$ cat config.mk
export PLATFORM = sky130hd
export DESIGN_NAME = sha256_msg_sequencer
export DESIGN_NICKNAME = d
export VERILOG_FILES = /design/src/rtl/sha256_pkg.sv /design/src/rtl/sha256_pad_word.sv /design/src/rtl/sha256_msg_sequencer.sv
export SDC_FILE = /design/constraint.sdc
export NUM_CORES = 1
export LEC_CHECK = 0
export CORE_AREA = 2 2 413 415
export DETAILED_ROUTE_END_ITERATION = 8
export DIE_AREA = 0 0 415 417
export GPL_TIMING_DRIVEN = 0
export SYNTH_ARGS = -nofsm -noshare
export SYNTH_HDL_FRONTEND = slang
export SYNTH_SLANG_ARGS = --single-unit
$ cat constraint.sdc
create_clock -name clk_i -period 3.7 [get_ports clk_i]
set_input_delay 0.555 -clock clk_i [delete_from_list [all_inputs] [get_ports clk_i]]
set_output_delay 0.555 -clock clk_i [all_outputs]
set_load 0.1 [all_outputs]
$ cat src/rtl/sha256_pkg.sv
// Shared constants and helpers for the SHA-256 message sequencer.
package sha256_pkg;

    localparam int WORD_W    = 32;
    localparam int BLK_WORDS = 16;
    localparam int BLK_W     = WORD_W * BLK_WORDS;
    localparam int DIG_W     = 256;
    localparam int LEN_W     = 64;

    typedef logic [WORD_W-1:0] word_t;

    // Word holding the single mandatory '1' bit when the message ends on a word boundary
    localparam word_t PAD_WORD = 32'h8000_0000;
    // Block position where the 64-bit length field begins
    localparam logic [3:0] LEN_IDX = 4'd14;

    // Sequencer FSM encoding
    localparam logic [2:0] ST_IDLE  = 3'd0;
    localparam logic [2:0] ST_FILL  = 3'd1;
    localparam logic [2:0] ST_PAD   = 3'd2;
    localparam logic [2:0] ST_LEN   = 3'd3;
    localparam logic [2:0] ST_ISSUE = 3'd4;
    localparam logic [2:0] ST_WAIT  = 3'd5;
    localparam logic [2:0] ST_DONE  = 3'd6;

    // Number of message bits carried by a word with the given byte count (0 means a full word)
    function automatic logic [6:0] byte_bits(input logic [1:0] nbytes);
        return (nbytes == 2'd0) ? 7'd32 : {2'b00, nbytes, 3'b000};
    endfunction

endpackage

$ cat src/rtl/sha256_pad_word.sv
// Final-word formatter: keeps the valid leading bytes, zeroes the rest and
// places the 0x80 terminator right after the last valid byte. A full word
// passes through untouched (its terminator goes into the following word).
module sha256_pad_word
    import sha256_pkg::*;
(
    input  logic [WORD_W-1:0] data_i,
    input  logic [1:0]        bytes_i,
    output logic [WORD_W-1:0] word_o
);

    // Mask and terminate according to the number of valid bytes
    always_comb begin
        case (bytes_i)
            2'd1:    word_o = {data_i[31:24], 24'h80_0000};
            2'd2:    word_o = {data_i[31:16], 16'h8000};
            2'd3:    word_o = {data_i[31:8],  8'h80};
            default: word_o = data_i;
        endcase
    end

endmodule

$ cat src/rtl/sha256_msg_sequencer.sv
// SHA-256 front end: collects 32-bit big-endian message words, appends the
// padding and 64-bit bit-length, hands 512-bit blocks to the core one at a
// time and holds the final digest until the consumer takes it.
module sha256_msg_sequencer
    import sha256_pkg::*;
#(
    parameter int len_width_p  = 64,
    parameter int word_width_p = 32
)
(
    input  logic                    clk_i,
    input  logic                    reset_n_i,
    input  logic                    en_i,
    input  logic                    msg_v_i,
    input  logic [word_width_p-1:0] msg_data_i,
    input  logic                    msg_last_i,
    input  logic [1:0]              msg_bytes_i,
    output logic                    msg_ready_o,
    output logic                    blk_v_o,
    output logic [BLK_W-1:0]        blk_data_o,
    output logic                    blk_first_o,
    input  logic                    blk_ready_i,
    input  logic                    dig_v_i,
    input  logic [DIG_W-1:0]        dig_i,
    output logic                    digest_v_o,
    output logic [DIG_W-1:0]        digest_o,
    input  logic                    digest_yumi_i,
    output logic                    busy_o
);

    logic [2:0]             state_q, state_d;
    logic [2:0]             ret_q, ret_d;      // where to resume after the core finishes a non-final block
    logic [3:0]             idx_q, idx_d;
    logic                   first_q, first_d;
    logic                   final_q, final_d;
    logic                   pend_q, pend_d;    // full last word seen, PAD_WORD still to be written
    logic [len_width_p-1:0] bitlen_q, bitlen_d;
    logic [DIG_W-1:0]       digest_q, digest_d;
    word_t                  buf_q [BLK_WORDS];

    logic                   wr_en;
    word_t                  wr_data;
    logic                   len_wr;
    word_t                  pad_word;

    sha256_pad_word u_pad_word (
        .data_i  (msg_data_i),
        .bytes_i (msg_bytes_i),
        .word_o  (pad_word)
    );

    // Next-state logic: nothing advances while en_i is low
    always_comb begin
        state_d  = state_q;
        ret_d    = ret_q;
        idx_d    = idx_q;
        first_d  = first_q;
        final_d  = final_q;
        pend_d   = pend_q;
        bitlen_d = bitlen_q;
        digest_d = digest_q;
        wr_en    = 1'b0;
        wr_data  = '0;
        len_wr   = 1'b0;
        if (en_i) begin
            case (state_q)
                ST_IDLE: begin
                    if (msg_v_i) begin
                        state_d  = ST_FILL;
                        idx_d    = 4'd0;
                        bitlen_d = '0;
                        first_d  = 1'b1;
                        final_d  = 1'b0;
                        pend_d   = 1'b0;
                    end
                end
                ST_FILL: begin
                    if (msg_v_i) begin
                        wr_en = 1'b1;
                        idx_d = idx_q + 4'd1;
                        if (msg_last_i) begin
                            wr_data  = pad_word;
                            bitlen_d = bitlen_q + len_width_p'(byte_bits(msg_bytes_i));
                            pend_d   = (msg_bytes_i == 2'd0);
                            if (idx_q == 4'd15) begin
                                state_d = ST_ISSUE;
                                ret_d   = ST_PAD;
                            end else begin
                                state_d = ST_PAD;
                            end
                        end else begin
                            wr_data  = msg_data_i;
                            bitlen_d = bitlen_q + len_width_p'(32);
                            if (idx_q == 4'd15) begin
                                state_d = ST_ISSUE;
                                ret_d   = ST_FILL;
                            end
                        end
                    end
                end
                ST_PAD: begin
                    // Terminator first (if owed), then zeros up to the length slot
                    if (pend_q || (idx_q != LEN_IDX)) begin
                        wr_en   = 1'b1;
                        wr_data = pend_q ? PAD_WORD : '0;
                        pend_d  = 1'b0;
                        idx_d   = idx_q + 4'd1;
                        if (idx_q == 4'd15) begin
                            state_d = ST_ISSUE;
                            ret_d   = ST_PAD;
                        end
                    end else begin
                        state_d = ST_LEN;
                    end
                end
                ST_LEN: begin
                    len_wr  = 1'b1;
                    idx_d   = 4'd0;
                    final_d = 1'b1;
                    state_d = ST_ISSUE;
                end
                ST_ISSUE: begin
                    if (blk_ready_i) begin
                        first_d = 1'b0;
                        state_d = ST_WAIT;
                    end
                end
                ST_WAIT: begin
                    if (dig_v_i) begin
                        if (final_q) begin
                            digest_d = dig_i;
                            state_d  = ST_DONE;
                        end else begin
                            state_d  = ret_q;
                        end
                    end
                end
                ST_DONE: begin
                    if (digest_yumi_i) begin
                        state_d = ST_IDLE;
                    end
                end
                default: state_d = ST_IDLE;
            endcase
        end
    end

    // Control and length registers
    always_ff @(posedge clk_i) begin
        if (!reset_n_i) begin
            state_q  <= ST_IDLE;
            ret_q    <= ST_FILL;
            idx_q    <= '0;
            first_q  <= 1'b0;
            final_q  <= 1'b0;
            pend_q   <= 1'b0;
            bitlen_q <= '0;
            digest_q <= '0;
        end else begin
            state_q  <= state_d;
            ret_q    <= ret_d;
            idx_q    <= idx_d;
            first_q  <= first_d;
            final_q  <= final_d;
            pend_q   <= pend_d;
            bitlen_q <= bitlen_d;
            digest_q <= digest_d;
        end
    end

    // Block buffer: one word per cycle from FILL/PAD, both length words at once from LEN
    always_ff @(posedge clk_i) begin
        if (!reset_n_i) begin
            for (int i = 0; i < BLK_WORDS; i++) begin
                buf_q[i] <= '0;
            end
        end else begin
            if (wr_en) begin
                buf_q[idx_q] <= wr_data;
            end
            if (len_wr) begin
                buf_q[14] <= bitlen_q[len_width_p-1:32];
                buf_q[15] <= bitlen_q[31:0];
            end
        end
    end

    // Word 0 lands in the most significant slice of the block bus
    for (genvar gi = 0; gi < BLK_WORDS; gi++) begin : g_flat
        assign blk_data_o[BLK_W-1-WORD_W*gi -: WORD_W] = buf_q[gi];
    end

    assign msg_ready_o = (state_q == ST_FILL);
    assign blk_v_o     = (state_q == ST_ISSUE);
    assign blk_first_o = blk_v_o & first_q;
    assign digest_v_o  = (state_q == ST_DONE);
    assign digest_o    = digest_q;
    assign busy_o      = (state_q != ST_IDLE);

endmodule

==> results_dict.tcl <==
set metrics [dict create \
    yosys_warnings 0 \
    slowest_stage "nand2_1" \
    numCtsBuffers 96 \
    overflow 0 \
    worstMarginPinSlew_ns 1.38 \
    rsz0062_at_grt "yes" \
    grt_max_degree 33 \
    syn_area_um2 31100 \
    gp_congestion 0.912 \
    avgSynthCellArea_um2 10.8 \
    via_count 26920 \
    drv_cap 0 \
    cp.arrival_ns 4.05 \
    grt_use_total 0.169 \
    synth_cell_types 68 \
    die_y_um 417 \
    synth-edff-count 512 \
    synth.top_cell.area_share 0.495 \
    clock_sinks 842 \
    finClkSkew_ns 0.0555 \
    path_clk_slew_ns 0.06 \
    rr_startpoint "state_q[0]" \
    synth_nets 3195 \
    path_class "register to register" \
    fillCellCount 17718 \
    cts_max_level 3 \
    hp-start "dig_i[170]" \
    period_share 0.989 \
    synthFlopType "edfxtp_1" \
    fin_nets 4374 \
    vdd_drop_max_v 0.000316 \
    relSlewSlack 0.0806 \
    path_delay_family "simple AND/OR/NAND/NOR gates" \
    cp-end-kind "register" \
    finalSetupViolCount 0 \
    num_rows 151 \
    ys_ff_latch 842 \
    port_buffers 1066 \
    vias_per_cell 4.23 \
    antenna_left 0 \
    final_core_util 0.286 \
    synth_area_leaders "edfxtp_1, dfxtp_1, nand2_1" \
    chipWidth_um 415 \
    clock.fmax_ghz 0.273 \
    maxSlewViolCount 0 \
    multi_input_comb_area_um2 8400 \
    period_needed_ns 3.66 \
    antenna_found_initial 14 \
    cp_cell_sequence "clkbuf_1 > nand3b_1 > a211o_1 > nor3_1 > nand2_1 > clkbuf_1 > nand2_2 > buf_12" \
    grt_first_pass_wirelength_um 206000 \
    syn_inst 2889 \
    async_reset_ff_frac 0 \
    wl_per_cell_um 24.1 \
    hold_class "input pin to register" \
    register_area_um2 22000 \
    root_buffer "clkbuf_16" \
    cp.depth 8 \
    dpl.hpwl_um 120000 \
    drive_gt1_frac 0.0543 \
    required_ns 4.10 \
    power_mw 22.8 \
    cp-endpoint "buf_q[0][4]" \
    rr_endpoint "buf_q[0][4]" \
    seq_area_frac_synth 0.707 \
    final-hold-violation-count 0 \
    crit_path_frequent_cell "clkbuf_1" \
    grt_pass1_vias 26158 \
    initial_core_util 0.184 \
    core_um2 169000 \
    cp_max_fo 24 \
    power.density_nw_per_um2 474 \
    worst-path-buf-inv 3 \
    r2r_cells 8 \
    wirelength_um 153000 \
    drc_errors 0 \
    cts_buffer_depth 3 \
    dieArea_um2 173000 \
    cpPeakStageDelay_ns 0.59 \
    power_leakage_nw 15.3 \
    synth_top_area_cell "edfxtp_1" \
    cts_tree "yes" \
    clock_latency_ns 0.74 \
    firstDrtPassIters 5 \
    reg2reg_slack_ns 0.04 \
    status "completed" \
    setup.worst_path.start_class "register" \
    first_iter_violations 2475 \
    timing.critical_path.from "state_q[0]" \
    area_delta_synth_final_pct 54.9 \
    pin_count 1071 \
]
## how the worst min path moves through the flow
stage	endpoint	slack [ns]	cells past startpoint
2_1_floorplan	ret_q[2]	0.41	2
3_3_place_gp	ret_q[2]	0.42	2
3_5_place_dp	ret_q[2]	0.43	2
4_1_cts	digest_o[170]	0.26	3
5_1_grt	digest_o[203]	0.31	3
6_report	digest_o[170]	0.37	3
## cells in the final DEF (no fill, tap or decap), drive strengths merged, types with 26 or more instances in the layout
cell type,instances
nor2,495
nand3,26
dfxtp,330
nand2,679
o21ai,95
clkdlybuf4s50,1058
clkinv,27
edfxtp,512
a21oi,312
clkbuf,331
## where the power goes
group	switching, mW	leakage (nW)	internal [mW]	total, mW
registers	0.0738	7.96	10.1	10.2
clock network	4.25	1.54	5.55	9.80
logic	2.17	5.79	0.681	2.85
total	6.49	15.3	16.4	22.8
## repair_timing
item / CTS / global route
hold buffers: 0 / 0
buffers inserted: 0 / 0
resized for setup: 18 / 24
setup endpoints to repair: 155 / 399
hold endpoints to repair: 0 / 0
## layout make-up
class	count	share of cell area
Clock inverter	49	0.0125
Timing Repair Buffer	1081	0.227
Tap cell	2218	0.0577
Antenna cell	7	0.000364
Sequential cell	842	0.457
Multi-Input combinational cell	1828	0.175
Buffer	207	0.0163
Clock buffer	127	0.0538
Inverter	12	0.000936
## synthesized netlist by cell type, drive strengths merged (15+ instances only)
cell type  number
clkbuf        202
nand3          26
nand4          19
nor4           17
nor2          495
o31ai          15
dfxtp         330
o21ai          95
a21oi         312
or4            19
or3            23
edfxtp        512
nand2         679
## routing by layer
layer  wire, um  up-vias  track usage
met5         27        -            0
met4       7760        4       0.0877
met3      10100      264       0.0354
met2      81000     1224        0.313
met1      54400    13179        0.180
li1           -    12249            -
## sequential cells by signal, summed over array words and instances, names as in the netlist
name      cells
state_q       3
bitlen_q     61
buf_q       512
ret_q         3
first_q       1
pend_q        1
digest_o    256
final_q       1
idx_q         4
## per-stage QoR
step / std cells / setup TNS (ns) / cell area [um^2] / hold slack [ns] / setup WS (ns)
after global placement: 6173 / -784.63 / 44500 / 0.424 / -1.85
after global routing: 6368 / -10.91 / 48100 / 0.312 / -0.191
final: 6371 / 0 / 48100 / 0.366 / 0.0417
after detailed placement: 6188 / -347.35 / 44800 / 0.425 / -0.875
after CTS: 6364 / -5.27 / 48100 / 0.264 / -0.114
after floorplan: 2889 / 0 / 31100 / 0.410 / 0.453
## tightest hold or removal path, delay by kind of cell
kind,cells,cell delay [ns]
AND/OR/NAND/NOR,1,0.06
buffers and inverters,1,0.40
AO/OA/AOI/OAI,1,0.05
## cells by family after synthesis
kind of cell / share of synthesized area
AND/OR/NAND/NOR: 0.176
flip-flops: 0.707
AO/OA/AOI/OAI: 0.0811
multiplexers: 0.000685
XOR/XNOR: 0.00451
adder cells (fa/ha/maj): 0.00379
buffers and inverters: 0.0266
Power figures use the tool's default switching activity.
